**src/rtl/branch_resolver.sv**
```systemverilog
// Branch resolver: consumer end of the backup-PC FIFO.
// Tracks one prediction bit per outstanding branch, pops the backup FIFO when
// the oldest branch resolves, and on a misprediction redirects fetch to the
// backup PC, flushes the pipeline and clears the FIFO.
module branch_resolver #(
    parameter int PC_W         = 11,
    parameter int DEPTH        = 2,
    parameter int FLUSH_CYCLES = 2
) (
    input  logic            clk,
    input  logic            clear,
    input  logic            br_issue,
    input  logic            pred_taken,
    input  logic            br_resolve,
    input  logic            actual_taken,
    input  logic [PC_W-1:0] fifo_head,
    output logic            fifo_pop,
    output logic            fifo_clear,
    output logic            redirect,
    output logic [PC_W-1:0] redirect_pc,
    output logic            flush,
    output logic            stall_issue,
    output logic            overflow_err,
    output logic            underflow_err
);

    localparam int PW = (DEPTH > 1) ? $clog2(DEPTH) : 1;
    localparam int CW = $clog2(DEPTH + 1);
    localparam int FW = $clog2(FLUSH_CYCLES + 1);

    typedef enum logic [1:0] {
        IDLE     = 2'd0,
        REDIRECT = 2'd1,
        FLUSH    = 2'd2
    } state_t;

    state_t          state;
    logic [DEPTH-1:0] pred_q;
    logic [PW-1:0]   wr_ptr;
    logic [PW-1:0]   rd_ptr;
    logic [CW-1:0]   count;
    logic [FW-1:0]   flush_cnt;

    logic is_idle;
    logic issue_ok;
    logic issue_blocked;
    logic resolve_ok;
    logic resolve_empty;
    logic mispredict;

    function automatic logic [PW-1:0] ptr_next(input logic [PW-1:0] p);
        return (p == PW'(DEPTH - 1)) ? '0 : p + 1'b1;
    endfunction

    // Issue/resolve acceptance and hazard decode
    always_comb begin
        is_idle       = (state == IDLE);
        stall_issue   = !is_idle || (count == CW'(DEPTH));
        issue_ok      = br_issue && !stall_issue;
        issue_blocked = br_issue && stall_issue && is_idle;
        resolve_ok    = br_resolve && is_idle && (count != '0);
        resolve_empty = br_resolve && is_idle && (count == '0);
        mispredict    = resolve_ok && (actual_taken != pred_q[rd_ptr]);
        fifo_pop      = resolve_ok;
    end

    // Prediction queue, occupancy, redirect/flush FSM and sticky error flags
    always_ff @(posedge clk or posedge clear) begin
        if (clear) begin
            state         <= IDLE;
            pred_q        <= '0;
            wr_ptr        <= '0;
            rd_ptr        <= '0;
            count         <= '0;
            flush_cnt     <= '0;
            fifo_clear    <= 1'b0;
            redirect      <= 1'b0;
            redirect_pc   <= '0;
            flush         <= 1'b0;
            overflow_err  <= 1'b0;
            underflow_err <= 1'b0;
        end else begin
            if (issue_blocked) overflow_err  <= 1'b1;
            if (resolve_empty) underflow_err <= 1'b1;

            unique case (state)
                IDLE: begin
                    if (mispredict) begin
                        // A same-cycle accepted issue is deliberately dropped here.
                        redirect_pc <= fifo_head;
                        count       <= '0;
                        wr_ptr      <= '0;
                        rd_ptr      <= '0;
                        redirect    <= 1'b1;
                        fifo_clear  <= 1'b1;
                        flush       <= 1'b1;
                        flush_cnt   <= FW'(FLUSH_CYCLES - 1);
                        state       <= REDIRECT;
                    end else begin
                        if (issue_ok) begin
                            pred_q[wr_ptr] <= pred_taken;
                            wr_ptr         <= ptr_next(wr_ptr);
                        end
                        if (resolve_ok) rd_ptr <= ptr_next(rd_ptr);
                        if (issue_ok && !resolve_ok)
                            count <= count + 1'b1;
                        else if (!issue_ok && resolve_ok)
                            count <= count - 1'b1;
                    end
                end
                REDIRECT, FLUSH: begin
                    // flush_cnt holds the flush-high cycles remaining after this one.
                    redirect   <= 1'b0;
                    fifo_clear <= 1'b0;
                    if (flush_cnt == '0) begin
                        flush <= 1'b0;
                        state <= IDLE;
                    end else begin
                        flush_cnt <= flush_cnt - 1'b1;
                        state     <= FLUSH;
                    end
                end
                default: state <= IDLE;
            endcase
        end
    end

endmodule

```
**config.mk**
```make
export PLATFORM = sky130hd
export DESIGN_NAME = branch_resolver
export DESIGN_NICKNAME = d
export VERILOG_FILES = /design/src/rtl/branch_resolver.sv
export SDC_FILE = /design/constraint.sdc
export NUM_CORES = 1
export LEC_CHECK = 0
export CAP_MARGIN = 20
export CORE_MARGIN = 1
export CORE_UTILIZATION = 50
export CTS_CLUSTER_SIZE = 25
export DETAILED_ROUTE_END_ITERATION = 10
export PLACE_DENSITY = 0.83
export SETUP_SLACK_MARGIN = 0.5
export SYNTH_ARGS = -nofsm -noshare
export SYNTH_HDL_FRONTEND = slang
export SYNTH_SLANG_ARGS = --single-unit
export TNS_END_PERCENT = 10
```
**constraint.sdc**
```tcl
create_clock -name clk -period 4.05 [get_ports clk]
set_input_delay 0.6075 -clock clk [delete_from_list [all_inputs] [get_ports clk]]
set_output_delay 0.6075 -clock clk [all_outputs]
set_load 0.05 [all_outputs]
```
==> out/metrics.cfg, run 1 <==
[outcome]
run_status = finished, final reports clean

[pwr]
max-vdd-ir-drop_uv = 629.5
switching_power_uw = 696.9
share_comb_of_total_power_pct = 62.8
cell_internal_pwr_uw = 771.1
clockPowerShare_pct = 7.5
switching_share_pct = 47.47
power_density_mw_per_mm2 = 921.0
share_seq_of_total_power_pct = 29.7
p_leak_uw = 0.0007355

[yosys]
dominant_cell_by_count_in_the_synthesized_netlist = sky130_fd_sc_hd__dfrtp_1
ys_flop_type = sky130_fd_sc_hd__dfrtp_1
netlist_top_cells_area = sky130_fd_sc_hd__dfrtp_1, sky130_fd_sc_hd__mux2_4, sky130_fd_sc_hd__inv_1
asyncSetResetFlopFracSynth_pct = 100.0
post_synth_instance_area_mm2 = 0.001226
yosys_register_bits = 25
yosys-top-cells-count = sky130_fd_sc_hd__dfrtp_1, sky130_fd_sc_hd__inv_1, sky130_fd_sc_hd__mux2_4, sky130_fd_sc_hd__nand2_1, sky130_fd_sc_hd__o21ai_0
netlist.area_leader.share_pct = 51.02
ys.warnings.count = 0
synth-seq-area-share_pct = 51.02
synth-edff-count = 0
yosys.area.top_type = sky130_fd_sc_hd__dfrtp_1
post_synth.cell_area_avg_um2 = 12.39
netlist-cell-type-count = 35
post_synth_inst_count = 99
syn_nets = 119

[critical_path]
worstRegToRegCells = 4
setup.worst_path.class = flip-flop to primary output
required_ns = 3.44
startpoint_type = flip-flop
worst-endpoint-arrival_ns = 2.44
crit_path_end_kind = primary output
r2r_setup_slack_ns = 1.83
cp_max_fo = 12
r2r-end = redirect_pc[9]
regToRegStartpoint = rd_ptr

[routing]
detailroute.via_count = 841
post-route-drc-count = 0
avgViaCountPerCell = 5.224
detail-route-antenna-nets = 0
drt-initial-drc-count = 10
wl_per_cell_um = 14.58
detail_route.first_pass.iterations = 4
finalWirelength_um = 2347

[cts]
tritoncts = built
cts_buffers = 3
clock_latency_ns = 0.31
postCtsResizedCells = 0
cts_root_buffer = sky130_fd_sc_hd__clkbuf_4
clock_input_transition_at_the_sequential_cells_of_the_worst_setup_and_hold_paths_ns = 0.13
postCtsHoldBufs = 0
post_cts.repair.setup_buffers = 0
cts.sinks = 25
ctsLongestPathBuffers = 2
cts_h_tree_depth = 1

[worst_hold_path]
min-delay-path-class = flip-flop to flip-flop
min_from = underflow_err
hold_depth = 1
holdPathEnd = underflow_err

[timing]
clock-skew-final_ns = 0.005255
report.final.setup_viol = 0
max_freq_mhz = 327.7
timing_worst_slew_pin_value_ns = 0.9409
timing.slew.headroom_pct = 37.21
min_period_ns = 3.051
unrepaired_setup_endpoints_after_global_routing = false
timing.final.max_slew_violations = 0
setup-tns-final_ns = 0
hold_violations = 0
final.period_utilization_pct = 75.34

[global_routing]
grt_pass1_vias = 917
grt_max_degree = 26
wire_length_of_the_first_global_routing_pass_um = 3974
groute.usage.overall_pct = 20.79
antenna_found_initial = 0
grt_overflow = 0

[final_layout]
share_of_cells_above_drive_strength_1_pct = 15.79
finish.cell_count_without_fillers = 161
design.final.nets = 154
n_antenna_cell = 0
area_growth_syn_to_layout_pct = 30.00
final.fill_count = 196

[place]
placed_cells = 157
gpl.final_weighted_congestion = 0.8036
hpwl_um = 1771
port_buffers = 34

[floorplan]
coreArea_mm2 = 0.002255
die_w_um = 51.52
start_util_pct = 54.38
boundaryPins = 35
floorplan.die_area_mm2 = 0.002654
die_height_um = 51.52
row_count = 17

[job]
drv.max_cap_violation_count = 0

## metrics by stage
stage | hold slack, ns | instance area, um2 | total power, uW | util (%) | setup slack, ns
6_report | 0.4892 | 1594 | 1468 | 70.70 | 0.9988
2_1_floorplan | 0.4635 | 1226 | 1127 | - | 2.236
5_1_grt | 0.5208 | 1594 | 1553 | 70.70 | 0.8729
3_5_place_dp | 0.4725 | 1568 | 1364 | 69.53 | 1.032
4_1_cts | 0.5028 | 1594 | 1480 | 70.70 | 0.9868
3_3_place_gp | 0.4583 | 1568 | 1334 | 69.53 | 1.074
## power groups by stage
stage / sequential (uW) / clock, uW / combinational, uW
after CTS: 437 / 115 / 928
after detailed placement: 439 / 0 / 925
after global routing: 451 / 122 / 979
after floorplan: 667 / 0 / 460
after global placement: 434 / 0 / 900
final: 436 / 110 / 922
## metal layers
layer	global-route usage, %	routed length, um	share of wire (%)	vias to the layer above
li1	-	-	-	413
met1	25.19	1071	46	395
met2	35.50	1163	50	29
met3	3.216	82	3.5	4
met4	10.81	29	1.2	0
met5	0	0	0	-
## kinds of logic (layout without fill, tap and decap cells)
family | Yosys count | after routing | synth area share (%)
adders and majority gates | 3 | 3 | 3.062
xor gates and xnor gates | 3 | 3 | 2.143
DFF | 25 | 25 | 51.02
muxes | 17 | 17 | 17.65
and+or+nand+nor | 14 | 14 | 6.633
AOI/OAI and AO/OA | 21 | 21 | 12.65
buffers and inverters | 16 | 50 | 6.837
## cells in the final DEF (no fill, tap or decap), types with 2 or more instances in the layout
| master | instances |
|---|---|
| sky130_fd_sc_hd__nand2_1 | 6 |
| sky130_fd_sc_hd__a21oi_1 | 2 |
| sky130_fd_sc_hd__mux2_2 | 3 |
| sky130_fd_sc_hd__inv_1 | 11 |
| sky130_fd_sc_hd__clkdlybuf4s50_1 | 34 |
| sky130_fd_sc_hd__dfrtp_1 | 25 |
| sky130_fd_sc_hd__xnor2_1 | 2 |
| sky130_fd_sc_hd__mux2_1 | 2 |
| sky130_fd_sc_hd__mux2_4 | 8 |
| sky130_fd_sc_hd__mux2i_1 | 4 |
| sky130_fd_sc_hd__o21ai_0 | 6 |
| sky130_fd_sc_hd__o211ai_2 | 2 |
| sky130_fd_sc_hd__a21o_1 | 2 |
| sky130_fd_sc_hd__clkbuf_4 | 3 |
| sky130_fd_sc_hd__ha_1 | 3 |
## registers in the layout, indices dropped and copies added, names as in the netlist
name,flops
rd_ptr,1
pred_q,2
overflow_err,1
redirect,1
flush_cnt,2
underflow_err,1
redirect_pc,11
flush,1
wr_ptr,1
count,2
state,2
## critical path, cell delays in order, from the launching register on
cell and delay (ns):
sky130_fd_sc_hd__dfrtp_1 0.41, sky130_fd_sc_hd__inv_1 0.07, sky130_fd_sc_hd__ha_1 0.40, sky130_fd_sc_hd__nand2_1 0.11
sky130_fd_sc_hd__or2_4 0.28, sky130_fd_sc_hd__clkinv_4 0.07, sky130_fd_sc_hd__clkdlybuf4s50_1 0.79
## final cells by class
cell class / count / area (um2) / share of cell area (%)
Clock buffer: 4 / 26.28 / 1.648
Multi-Input combinational cell: 58 / 516.7 / 32.42
Sequential cell: 25 / 625.6 / 39.25
Inverter: 12 / 50.05 / 3.140
Timing Repair Buffer: 34 / 340.3 / 21.35
Tap cell: 28 / 35.03 / 2.198
## how the worst max path moves through the flow
stage	startpoint	end	depth (start not counted)
finish	state[0]	fifo_pop	6
global route	state[0]	fifo_pop	6
CTS	state[0]	fifo_pop	6
detailed placement	br_resolve	fifo_pop	5
global placement	br_resolve	fifo_pop	5
floorplan	state[0]	stall_issue	4
(Power assumes the default switching activity.)
==> inputs of run 2 (changes only) <==
--- a/config.mk
+++ b/config.mk
@@ -7,10 +7,10 @@
 export LEC_CHECK = 0
 export CAP_MARGIN = 20
 export CORE_MARGIN = 1
-export CORE_UTILIZATION = 50
+export CORE_UTILIZATION = 42
 export CTS_CLUSTER_SIZE = 25
 export DETAILED_ROUTE_END_ITERATION = 10
-export PLACE_DENSITY = 0.83
+export PLACE_DENSITY = 0.75
 export SETUP_SLACK_MARGIN = 0.5
 export SYNTH_ARGS = -nofsm -noshare
 export SYNTH_HDL_FRONTEND = slang
==> constraint.sdc (replaced) <==
create_clock -name clk -period 2.5 [get_ports clk]
set_input_delay 0.375 -clock clk [delete_from_list [all_inputs] [get_ports clk]]
set_output_delay 0.375 -clock clk [all_outputs]
set_load 0.05 [all_outputs]
==> out/metrics.cfg, run 2 (same netlist as run 1, synthesis figures left out) <==
[outcome]
run_status = finished, final reports clean

[timing]
timing.final.max_slew_violations = 0
max_freq_mhz = 514.1
setup-tns-final_ns = 0
min_period_ns = 1.945
timing_worst_slew_pin_value_ns = 0.5112
hold_violations = 0
clock-skew-final_ns = 0.002281
timing.slew.headroom_pct = 65.81
final.period_utilization_pct = 77.81
unrepaired_setup_endpoints_after_global_routing = true
report.final.setup_viol = 0

[final_layout]
layout_common_cells = sky130_fd_sc_hd__clkdlybuf4s50_1, sky130_fd_sc_hd__dfrtp_1, sky130_fd_sc_hd__inv_1, sky130_fd_sc_hd__mux2_4
largest_register_ffs = 11
multiInputGateArea_um2 = 529.3
design.final.nets = 157
final.fill_count = 239
ff_latch_area_um2 = 625.6
area_growth_syn_to_layout_pct = 33.88
registers.top_by_ff_count = redirect_pc
share_of_cells_above_drive_strength_1_pct = 19.12
layout_commonest_cell = sky130_fd_sc_hd__clkdlybuf4s50_1
n_antenna_cell = 0
final_design_utilization_pct = 59.53

[worst_hold_path]
min-delay-path-class = primary input to asynchronous set/reset pin

[cts]
clock_latency_ns = 0.30
tritoncts = built
cts.sinks = 25
cts_buffers = 3
cts_h_tree_depth = 1
ctsLongestPathBuffers = 2
cts_root_buffer = sky130_fd_sc_hd__clkbuf_4
clock_input_transition_at_the_sequential_cells_of_the_worst_setup_and_hold_paths_ns = 0.12

[critical_path]
required_ns = 2.12
cp_peak_stage_delay_ns = 0.52
cp_max_fo = 6
critPathBufInv = 1
worst-endpoint-arrival_ns = 1.57
crit_path_end_kind = primary output
cp_top_family = buffers and inverters
cp_cell_sequence = nand2b_1, nand2_1, dlygate4sd2_1
setup.worst_path.class = flip-flop to primary output
startpoint_type = flip-flop
critical_path.slowest_cell = sky130_fd_sc_hd__dlygate4sd2_1

[routing]
drt-initial-drc-count = 27
detail-route-antenna-nets = 0
detailroute.via_count = 835
post-route-drc-count = 0
finalWirelength_um = 2252
wl_per_cell_um = 13.49
avgViaCountPerCell = 5.000
detail_route.first_pass.iterations = 2

[floorplan]
die_w_um = 56.03
floorplan.die_area_mm2 = 0.003139
die_height_um = 56.03
coreArea_mm2 = 0.002758
start_util_pct = 44.46
boundaryPins = 35
row_count = 19

[place]
port_buffers = 34
gpl.final_weighted_congestion = 0.8061
hpwl_um = 1692

[pwr]
max-vdd-ir-drop_uv = 1125
power_density_mw_per_mm2 = 1478
total_design_power_uw = 2426
p_leak_uw = 0.0007574

[global_routing]
groute.usage.overall_pct = 15.57
grt_max_degree = 26
grt_pass1_vias = 913
wire_length_of_the_first_global_routing_pass_um = 3843
grt_overflow = 0
antenna_found_initial = 0

[job]
drv.max_cap_violation_count = 0

==> run 2: cell count changes in the layout (fill, tap and decap cells not counted), sizes merged <==
| cell | change |
|---|---|
| buf | +4 |
| clkdlybuf4s50 | -2 |
| dlygate4sd2 | +1 |
==> run 2: worst paths after layout <==
| path | start | to | slack [ns] | depth (start not counted) |
|---|---|---|---|---|
| hold reg to reg | underflow_err | underflow_err | 0.48 | 1 |
| min in group clk | underflow_err | underflow_err | 0.48 | 1 |
| setup / recovery | count[0] | stall_issue | 0.55 | 3 |
| hold / removal | clear | redirect_pc[9] | 0.39 | 3 |
| max in group asynchronous | clear | rd_ptr | 1.87 | 3 |
| setup reg to reg | state[1] | pred_q[0] | 0.84 | 6 |
==> run 2: cell type report <==
| type | instances | share of cell area (%) |
|---|---|---|
| clock buffers | 4 | 1.601 |
| repair buffers | 37 | 22.64 |
| inverters | 12 | 3.049 |
| multi-input cells | 58 | 32.24 |
| flip-flops and latches | 25 | 38.11 |
| well taps | 31 | 2.363 |
==> run 2: per-stage QoR <==
| step | hold slack (ns) | cell area, um2 | worst slack [ns] | instances |
|---|---|---|---|---|
| floorplan | 0.4023 | 1226 | 0.8509 | 99 |
| global placement | 0.4586 | 1597 | 0.5374 | 162 |
| detailed placement | 0.4585 | 1597 | 0.5043 | 162 |
| CTS | 0.3935 | 1634 | 0.5196 | 166 |
| global route | 0.4120 | 1642 | 0.4702 | 167 |
| finish | 0.3934 | 1642 | 0.5548 | 167 |
==> run 2: power by group <==
part / switching, uW / internal (uW)
clock: 110 / 62.2
sequential: 118 / 585
combinational: 898 / 652
==> run 2: worst reg2reg max path, cell delays in order, from the launching register on <==
cell	delay, ns
sky130_fd_sc_hd__dfrtp_1	0.40
sky130_fd_sc_hd__inv_1	0.12
sky130_fd_sc_hd__ha_4	0.17
sky130_fd_sc_hd__nand2_1	0.09
sky130_fd_sc_hd__and2b_1	0.32
sky130_fd_sc_hd__o211ai_2	0.13
sky130_fd_sc_hd__mux2_1	0.32
==> run 2: layer usage <==
layer  track usage (%)  part of all wire (%)  vias up
li1                  -                     -      414
met1             19.03                    45      396
met2             27.21                    51       23
met3             2.326                   4.3        2
met4             6.620                  0.44        0
met5                 0                     0        -
==> run 2: timing repair <==
action | 4_1_cts | 5_1_grt
hold buffers | 0 | 0
endpoints found under the setup margin | 2 | 2
pin swaps | 0 | 1
setup buffers | 0 | 1
resized for setup | 3 | 0
==> inputs of run 3 (changes only) <==
==> constraint.sdc (replaced) <==
create_clock -name clk -period 1.55 [get_ports clk]
set_input_delay 0.2325 -clock clk [delete_from_list [all_inputs] [get_ports clk]]
set_output_delay 0.2325 -clock clk [all_outputs]
set_load 0.05 [all_outputs]
==> out/metrics.cfg, run 3 (same netlist as run 1, synthesis figures left out) <==
[outcome]
run_status = finished with violations
violated_checks = negative setup slack

[global_routing]
globalRouteMet2Util_pct = 28.74
grt_most_used_layer = met2
grt_max_degree = 26
grt_overflow = 0
wire_length_of_the_first_global_routing_pass_um = 4278
gr-usage-met1_pct = 21.88
gr-usage-met3_pct = 3.023
antenna_found_initial = 0
groute.usage.overall_pct = 17.48
grt_pass1_vias = 971

[critical_path]
cp_peak_stage_delay_ns = 0.42
cp_max_fo = 2
critical_path.startpoint = state[1]
regToRegStartpoint = state[1]
startpoint_type = flip-flop
crit_path_end_kind = primary output
critical_path.slowest_cell = sky130_fd_sc_hd__dfrtp_1
required_ns = 1.32
cp_cell_sequence = inv_2, ha_4, nand2_2, or2_4, clkinv_8, buf_6, buf_12
worst-endpoint-arrival_ns = 1.53
setup.worst_path.class = flip-flop to primary output

[pwr]
p_leak_uw = 0.0009354
switching_power_uw = 2106
share_seq_of_total_power_pct = 25.0
clockPowerShare_pct = 6.2
share_comb_of_total_power_pct = 68.8
cell_internal_pwr_uw = 2611
power_density_mw_per_mm2 = 2433
max-vdd-ir-drop_uv = 1585
switching_share_pct = 44.65

[timing]
final.period_utilization_pct = 113.5
report.final.setup_viol = 18
timing_worst_slew_pin_value_ns = 0.3185
clock-skew-final_ns = 0.002896
final_critical_path_setup_slack_ns = -0.2092
hold_violations = 0
timing.final.max_slew_violations = 0
max_freq_mhz = 568.4
timing.slew.headroom_pct = 78.77
min_period_ns = 1.759
holdWs_ns = 0.2687
unrepaired_setup_endpoints_after_global_routing = true

[cts]
cts.sinks = 25
clock_latency_ns = 0.32
cts_h_tree_depth = 1
ctsLongestPathBuffers = 2
tritoncts = built
cts_buffers = 3
clock_input_transition_at_the_sequential_cells_of_the_worst_setup_and_hold_paths_ns = 0.13
cts_root_buffer = sky130_fd_sc_hd__clkbuf_4

[worst_hold_path]
min-delay-path-class = primary input to asynchronous set/reset pin

[floorplan]
coreArea_mm2 = 0.002758
die_w_um = 56.03
row_count = 19
boundaryPins = 35
die_height_um = 56.03
floorplan.die_area_mm2 = 0.003139
start_util_pct = 44.46

[final_layout]
n_antenna_cell = 0
finish.cell_count_without_fillers = 188
registers.top_by_ff_count = redirect_pc
area_growth_syn_to_layout_pct = 58.16
layout_commonest_cell = sky130_fd_sc_hd__dfrtp_1
final.fill_count = 188
largest_register_ffs = 11
design.final.nets = 178
layout_common_cells = sky130_fd_sc_hd__dfrtp_1, sky130_fd_sc_hd__buf_6, sky130_fd_sc_hd__buf_4, sky130_fd_sc_hd__clkdlybuf4s50_1, sky130_fd_sc_hd__mux2_4
final_design_area_no_fill_mm2 = 0.001939
share_of_cells_above_drive_strength_1_pct = 51.59

[routing]
wl_per_cell_um = 13.94
finalWirelength_um = 2620
detail-route-antenna-nets = 0
detailroute.via_count = 958
detail_route.first_pass.iterations = 4
avgViaCountPerCell = 5.096
drt-initial-drc-count = 15
post-route-drc-count = 0

[job]
drv.max_cap_violation_count = 0

[place]
port_buffers = 34
placedInstanceArea_mm2 = 0.001649
placed_cells = 172
placement.setup.worst_slack_ns = -0.2140
hpwl_um = 1707
gpl.final_weighted_congestion = 0.8106

[run 3: cell types whose count changed in the layout (fill, tap and decap cells not counted), sizes merged]
cell           delta
buf              +37
clkdlybuf4s50    -16
dlygate4sd2       -1
nand2b            +1
[run 3: area by class of cell]
cell class,instances,area [um2],share of cell area [%]
Multi-Input combinational cell,59,615.6,31.74
Sequential cell,25,625.6,32.26
Clock buffer,4,26.28,1.355
Tap cell,31,38.79,2.000
Inverter,12,57.56,2.968
Timing Repair Buffer,57,575.6,29.68
[run 3: what timing repair did]
item | in CTS | in global routing
cloned | 1 | 0
resized for setup | 30 | 16
pin swaps | 7 | 7
endpoints found under the setup margin | 43 | 43
buffers inserted | 6 | 5
hold buffers | 0 | 0
[run 3: final timing paths]
path,depth (start not counted),slack [ns],endpoint
max in group asynchronous,3,1.04,pred_q[1]
hold reg to reg,1,0.51,underflow_err
setup / recovery,7,-0.21,fifo_pop
hold / removal,3,0.27,redirect_pc[0]
setup reg to reg,9,-0.15,redirect_pc[1]
min in group clk,1,0.51,underflow_err
[run 3: stage by stage]
step / power, uW / TNS, ns / utilization (%)
finish: 4718 / -2.290 / 70.33
global route: 4958 / -3.443 / 70.33
CTS: 4413 / -1.449 / 66.47
detailed placement: 3704 / -3.408 / 59.80
global placement: 3641 / -2.901 / 59.80
floorplan: 2956 / -0.6086 / -
[run 3: layer usage]
metal	vias up	wire length (um)
met3	13	129
met5	-	0
met2	40	1297
li1	455	-
met4	0	119
met1	450	1073
[run 3: power by group through the flow]
stage,clock [uW],sequential [uW],combinational (uW)
global placement,0,1130,2510
global route,322,1220,3420
finish,291,1180,3250
detailed placement,0,1140,2570
CTS,302,1180,2930
floorplan,0,1740,1210
[run 3: worst max-delay path: cells and delay by family (launching register included)]
family,cells,cell delay (ns)
fa+ha+maj,1,0.13
buf+inv,4,0.34
simple gates,2,0.30
flops,1,0.42
